## src/rtl/inst_fetch_mod.sv

```systemverilog
// Instruction fetch stage: reads opcode bytes at pc (folding the CB prefix into opcode bit 8) and immediates.
// Optional one-byte prefetch buffer, enabled by defining INST_FETCH_PREFETCH_EN.
`timescale 1ns/1ps
module inst_fetch_mod #(
    parameter logic [15:0] PC_RESET  = 16'h0000,
    parameter logic [7:0]  CB_PREFIX = 8'hCB
) (
    input  logic        clock,
    input  logic        reset,
    output logic        mem_req,
    output logic [15:0] mem_addr,
    input  logic        mem_ack,
    input  logic [7:0]  mem_rdata,
    input  logic        fetch_next,
    input  logic        imm_req,
    input  logic        imm_len,
    input  logic        pc_load,
    input  logic [15:0] pc_load_value,
    output logic [8:0]  opcode,
    output logic        opcode_valid,
    output logic [15:0] imm,
    output logic        imm_valid,
    output logic [15:0] pc
);

    typedef enum logic [2:0] {
        FETCH_OP,
        FETCH_CB,
        READY,
        FETCH_IMM_LO,
        FETCH_IMM_HI
    } state_t;

    state_t      state;
    logic [15:0] pc_q;
    logic        bus_take;
    logic        byte_ok;
    logic [7:0]  byte_in;
    logic        ready_hold;
    logic        ready_req;

    assign bus_take = mem_req & mem_ack;
    assign mem_addr = pc_q;

`ifdef INST_FETCH_PREFETCH_EN
    logic [7:0] pf_data;
    logic       pf_valid;

    assign byte_ok    = pf_valid | bus_take;
    assign byte_in    = pf_valid ? pf_data : mem_rdata;
    assign pc         = pc_q - {15'd0, pf_valid};
    // A READY read still outstanding is carried into the next fetch so its byte is used directly.
    assign ready_hold = mem_req & ~mem_ack;
    assign ready_req  = ready_hold | (~mem_req & ~pf_valid);

    always_ff @(posedge clock or posedge reset) begin
        if (reset) begin
            pf_valid <= 1'b0;
            pf_data  <= 8'h00;
        end else if (pc_load) begin
            pf_valid <= 1'b0;
        end else if (state == READY && bus_take) begin
            pf_data  <= mem_rdata;
            pf_valid <= 1'b1;
        end else if (state == FETCH_OP || state == FETCH_IMM_LO) begin
            pf_valid <= 1'b0;
        end
    end
`else
    assign byte_ok    = bus_take;
    assign byte_in    = mem_rdata;
    assign pc         = pc_q;
    assign ready_hold = 1'b0;
    assign ready_req  = 1'b0;
`endif

    // NOTE: every register here is assigned with <= so all branches see the pre-edge values of state and pc_q.
    always_ff @(posedge clock or posedge reset) begin
        if (reset) begin
            state        <= FETCH_OP;
            pc_q         <= PC_RESET;
            opcode       <= 9'h000;
            opcode_valid <= 1'b0;
            imm          <= 16'h0000;
            imm_valid    <= 1'b0;
            mem_req      <= 1'b0;
        end else if (pc_load) begin
            // Any coinciding ack is dropped; mem_req idles one cycle before reading at the new pc.
            state        <= FETCH_OP;
            pc_q         <= pc_load_value;
            opcode_valid <= 1'b0;
            imm_valid    <= 1'b0;
            mem_req      <= 1'b0;
        end else begin
            if (bus_take) begin
                pc_q <= pc_q + 16'd1;
            end
            case (state)
                FETCH_OP: begin
                    mem_req <= 1'b1;
                    if (byte_ok) begin
                        if (byte_in == CB_PREFIX) begin
                            state <= FETCH_CB;
                        end else begin
                            opcode       <= {1'b0, byte_in};
                            opcode_valid <= 1'b1;
                            mem_req      <= 1'b0;
                            state        <= READY;
                        end
                    end
                end
                FETCH_CB: begin
                    mem_req <= 1'b1;
                    if (byte_ok) begin
                        opcode       <= {1'b1, byte_in};
                        opcode_valid <= 1'b1;
                        mem_req      <= 1'b0;
                        state        <= READY;
                    end
                end
                READY: begin
                    if (fetch_next) begin
                        opcode_valid <= 1'b0;
                        imm_valid    <= 1'b0;
                        mem_req      <= ready_hold;
                        state        <= FETCH_OP;
                    end else if (imm_req) begin
                        imm_valid <= 1'b0;
                        mem_req   <= ready_hold;
                        state     <= FETCH_IMM_LO;
                    end else begin
                        mem_req <= ready_req;
                    end
                end
                FETCH_IMM_LO: begin
                    mem_req <= 1'b1;
                    if (byte_ok) begin
                        imm[7:0] <= byte_in;
                        if (!imm_len) begin
                            imm[15:8] <= 8'h00;
                            imm_valid <= 1'b1;
                            mem_req   <= 1'b0;
                            state     <= READY;
                        end else begin
                            state <= FETCH_IMM_HI;
                        end
                    end
                end
                FETCH_IMM_HI: begin
                    mem_req <= 1'b1;
                    if (byte_ok) begin
                        imm[15:8] <= byte_in;
                        imm_valid <= 1'b1;
                        mem_req   <= 1'b0;
                        state     <= READY;
                    end
                end
                default: begin
                    mem_req <= 1'b0;
                    state   <= FETCH_OP;
                end
            endcase
        end
    end

endmodule

```

## config.mk

```make
export PLATFORM = sky130hd
export DESIGN_NAME = inst_fetch_mod
export DESIGN_NICKNAME = d
export VERILOG_FILES = /design/src/rtl/inst_fetch_mod.sv
export SDC_FILE = /design/constraint.sdc
export NUM_CORES = 1
export LEC_CHECK = 0
export ABC_AREA = 1
export ABC_CLOCK_PERIOD_IN_PS = 1700
export CAP_MARGIN = 20
export CORE_MARGIN = 4
export CORE_UTILIZATION = 46
export DETAILED_ROUTE_END_ITERATION = 8
export PLACE_DENSITY_LB_ADDON = 0.12
export SETUP_SLACK_MARGIN = 0.1
export SLEW_MARGIN = 10
export SYNTH_ARGS = -nofsm -noshare
export SYNTH_HDL_FRONTEND = slang
export SYNTH_SLANG_ARGS = --single-unit
```

## constraint.sdc

```tcl
create_clock -name clock -period 1.7 [get_ports clock]
set_input_delay 0.34 -clock clock [delete_from_list [all_inputs] [get_ports clock]]
set_output_delay 0.34 -clock clock [all_outputs]
set_load 0.02 [all_outputs]
```

==> results.md <==
Critical path:
- The cell with the biggest individual delay on the critical path is sky130_fd_sc_hd__dfrtp_1.
- The sort of element at the start of the critical path is a flip-flop.
- The worst register-to-register path begins at mem_addr[1].
- The critical path data arrival time is about 1.7 ns.
- For this run, the slowest stage of the critical path takes between 0.4 and 0.5 ns.
- The worst flop-to-flop path endpoint is mem_addr[10].
- The setup slack on the worst flop-to-flop path is approximately 0.20 ns.
- The required time at the endpoint of the critical path is ~1.9 ns.
- The path type of the worst setup path is reg -> reg.
- The cell type group with the largest total delay on the critical path is simple AND/OR/NAND/NOR gates.
- The most prevalent standard cell on the critical path is sky130_fd_sc_hd__nand2_1.
- Traced cell by cell, the critical path runs through ha_1 -> nand3_1 -> nor2_4 -> nand2_1 -> xor2_1 -> nand2_1 -> nand2_1.
- The critical path starts at mem_addr[1].
- Of all nets on the critical path, the largest fanout is 8.
- Measured in cells, the most critical reg-to-reg path has a length of 7.
- In this run the worst setup path terminates at mem_addr[10].
- The count of buffering cells on the critical path with inverters included is 0.
- STA classifies the critical path endpoint as a flip-flop.
- The critical path crosses 7 cells after its start point.

STA:
- The worst hold slack after final layout is about 0.39 ns.
- The sum of negative setup slack is 0 ns.
- The portion of the clock cycle consumed by the worst path in the final layout is between 80% and 90%.
- The routed design could run at a clock period as short as 1.496 ns.
- Setup violations remaining at the end of the flow were counted as 0.
- The worst-case headroom to the max-slew limit is approximately four fifths.
- Setup repair after global routing left no endpoint under its margin.
- The hold violation count in the final report is 0.
- The final clock skew is 0.01006 ns.
- The number of max-slew violations in the final report is 0.
- For the pin with the worst max-slew slack, the measured transition is approximately 0.28 ns.
- Timing would allow up to about 670 MHz.

Global route:
- The number of antenna violations at the first check in global routing came to 0.
- The number of global-route vias before repair is about 2600.
- Entering global routing, the biggest net connects 48 pins.
- The first global-routing pass estimated around 12000 microns of wire.
- After global routing the overflow that remains totals 0.
- The total track usage is 20.60%.

Route:
- After detailed routing, the wire length on met1 is ~3100 microns.
- The violation count after the first detailed-route iteration is 74.
- Dividing the detail-routed wire length by the instance count gives approximately 14 microns.
- In this run the top signal layer used is met4.
- After detailed routing, the number of remaining DRC violations is 0.
- Dividing the detail-routed via count by the number of cells gives around 5.
- The via count is 2583.
- The final antenna-violating net count is 0.
- Wire segments on met3 add up to between 400 and 500 microns in the final route.
- Wire segments on met2 add up to roughly 3600 microns in the final route.
- After detailed routing, the total wire length is 7270 microns.
- The iteration count of the initial detailed-routing pass is 4.

Power:
- The design draws between 4 and 5 mW.
- In this run the power density over the cells is roughly 1300 nW/um^2.
- The maximum ir drop on the vdd rail is about 770 uV.
- For this design the static power due to leakage is about 2.1 nW.

Final layout:
- The number of nets at the end of the flow is 485.
- In the layout the commonest cells are 122 x sky130_fd_sc_hd__nand2_1, 60 x sky130_fd_sc_hd__dlygate4sd2_1, 44 x sky130_fd_sc_hd__dfrtp_1, 39 x sky130_fd_sc_hd__nand3_1, 30 x sky130_fd_sc_hd__clkdlybuf4s50_1.
- The antenna diode count is 0.
- The finished layout holds 529 standard cells, fillers aside.
- Cells with a size suffix above 1 make up around 15% of the layout.
- Leaving out fill and tap cells, the most frequent cell in the layout is sky130_fd_sc_hd__nand2_1.
- The relative area change from synthesis to final layout is 38.57%.

Logic synthesis:
- The cell area after technology mapping is between 2000 and 3000 sq um.
- The number of storage elements in the synthesis netlist is 47.
- The proportion of synthesized chip area in sequential cells is a little over two fifths.
- The count of different cell masters after synthesis is 32.
- The cell count after synthesis came out at about 360.
- The number of nets in the synthesized netlist is 387.
- The mean area per synthesized cell is a little under 8 sq um.
- During synthesis, Yosys emitted a total of 0 warnings.

Floorplan:
- The area of the placeable core is around 5900 sq um.
- From left edge to right edge, the die measures approximately 86 microns.
- The number of top-level design ports is 91.
- For this configuration, the core starts out at a cell density of 47.13%.
- The number of standard-cell rows in the floorplan is 28.
- The total die area is between 7000 and 8000 sq um.
- From bottom edge to top edge, the die measures approximately 86 microns.

Clocking:
- In this run, CTS created clock tree buffers numbering 5.
- The number of cells upsized or downsized after cts is 60.
- TritonCTS built the clock tree.
- The tree built by TritonCTS fans out to 47 sinks.
- The number of buffers on the longest clock path is 2.
- The H-tree level count is 2.
- Clock-pin slew was measured on the worst setup and hold paths at about 0.090 ns.
- Hold repair after CTS inserted 0 buffers.
- The latest clock arrival within the worst-skew pair is roughly 0.30 ns.
- The tree is rooted in a sky130_fd_sc_hd__clkbuf_8.
- In this run the post-CTS setup repair buffer count came out at 0.

Placement:
- Input and output buffers added on the ports amount to 90.
- The final HPWL from detailed placement is about 5600 microns.
- The final weighted congestion of routability-driven global placement is 0.8182.
- Including well taps, the total number of placed cells is about 520.

Outcome:
- The run finished with clean final reports.

Job:
- The max-capacitance violation count is 0.

Hold path:
- The worst min-delay path category is in -> async.
[report_power, final]
part	internal (mW)	switching, mW
combinational	0.903	1.40
clock	0.446	0.409
sequential	1.42	0.294
total	2.77	2.10
[stage by stage]
step | setup slack [ns] | utilization (%) | cell area, sq um
floorplan | 0.2244 | - | 2774
global placement | -0.01758 | 64.54 | 3799
detailed placement | -0.03741 | 64.54 | 3799
CTS | 0.1387 | 65.24 | 3840
global route | 0.1080 | 65.31 | 3844
finish | 0.2045 | 65.31 | 3844
[routing by layer]
metal	global-route usage [%]	up-vias
met2	35.52	85
met3	4.227	6
met4	4.317	0
li1	-	1300
met5	0	-
met1	26.82	1192
[registers in the layout, summed over array words and instances, names as in the netlist]
name          count
imm              16
mem_addr         16
opcode            9
state             3
imm_valid         1
mem_req           1
opcode_valid      1
[worst min-delay path, cell delays in order]
cell	delay (ns)
sky130_fd_sc_hd__clkdlybuf4s50_1	0.41
sky130_fd_sc_hd__inv_2	0.07
sky130_fd_sc_hd__buf_12	0.25
[worst min path at each step]
stage,to,slack (ns),cells after the start
after floorplan,mem_addr[4],0.47,2
after global placement,imm_valid,0.46,2
after detailed placement,imm[13],0.47,2
after CTS,opcode[3],0.39,3
after global routing,imm[7],0.42,3
final,mem_addr[4],0.39,3
[cells by family after synthesis]
family	share of synthesized area, %
multiplexers	3.789
buffers and inverters	11.41
adder cells (fa/ha/maj)	0.4510
AND/OR/NAND/NOR	35.09
XOR/XNOR	2.210
AO/OA/AOI/OAI	4.646
flip-flops	42.40
[synth_stat cells]
master,instances,share of area (%)
sky130_fd_sc_hd__a21oi_1,8,1.4
sky130_fd_sc_hd__a31oi_1,1,0.23
sky130_fd_sc_hd__buf_2,2,0.36
sky130_fd_sc_hd__buf_4,16,4.3
sky130_fd_sc_hd__buf_6,3,1.2
sky130_fd_sc_hd__clkbuf_1,1,0.14
sky130_fd_sc_hd__clkinv_2,2,0.36
sky130_fd_sc_hd__dfrtp_1,47,42
sky130_fd_sc_hd__ha_1,1,0.45
sky130_fd_sc_hd__inv_1,29,3.9
sky130_fd_sc_hd__inv_2,3,0.41
sky130_fd_sc_hd__inv_4,3,0.68
sky130_fd_sc_hd__mux2_4,7,3.8
sky130_fd_sc_hd__nand2_1,122,17
sky130_fd_sc_hd__nand2_2,5,1.1
sky130_fd_sc_hd__nand2_4,3,1.2
sky130_fd_sc_hd__nand3_1,39,7.0
sky130_fd_sc_hd__nand3_2,3,1.1
sky130_fd_sc_hd__nand3b_1,2,0.54
sky130_fd_sc_hd__nand4_1,5,1.1
sky130_fd_sc_hd__nor2_1,25,3.4
sky130_fd_sc_hd__nor2_2,2,0.45
sky130_fd_sc_hd__nor2_4,2,0.81
sky130_fd_sc_hd__nor2_8,2,1.4
sky130_fd_sc_hd__nor3_2,1,0.36
sky130_fd_sc_hd__o211ai_1,1,0.27
sky130_fd_sc_hd__o21ai_0,9,1.6
sky130_fd_sc_hd__o21ai_1,1,0.18
sky130_fd_sc_hd__o21ai_2,2,0.63
sky130_fd_sc_hd__o21bai_1,1,0.27
sky130_fd_sc_hd__xnor2_1,2,0.63
sky130_fd_sc_hd__xor2_1,5,1.6
[area by class of cell]
cell class	count	area [sq um]
sequential	47	1180
fill	575	2042
clock inverter	3	47.55
tap	75	93.84
multi-input combinational	249	1281
inverter	37	148.9
clock buffer	5	68.82
timing repair buffer	113	1023
No activity file was read; power rests on OpenSTA's default activity.
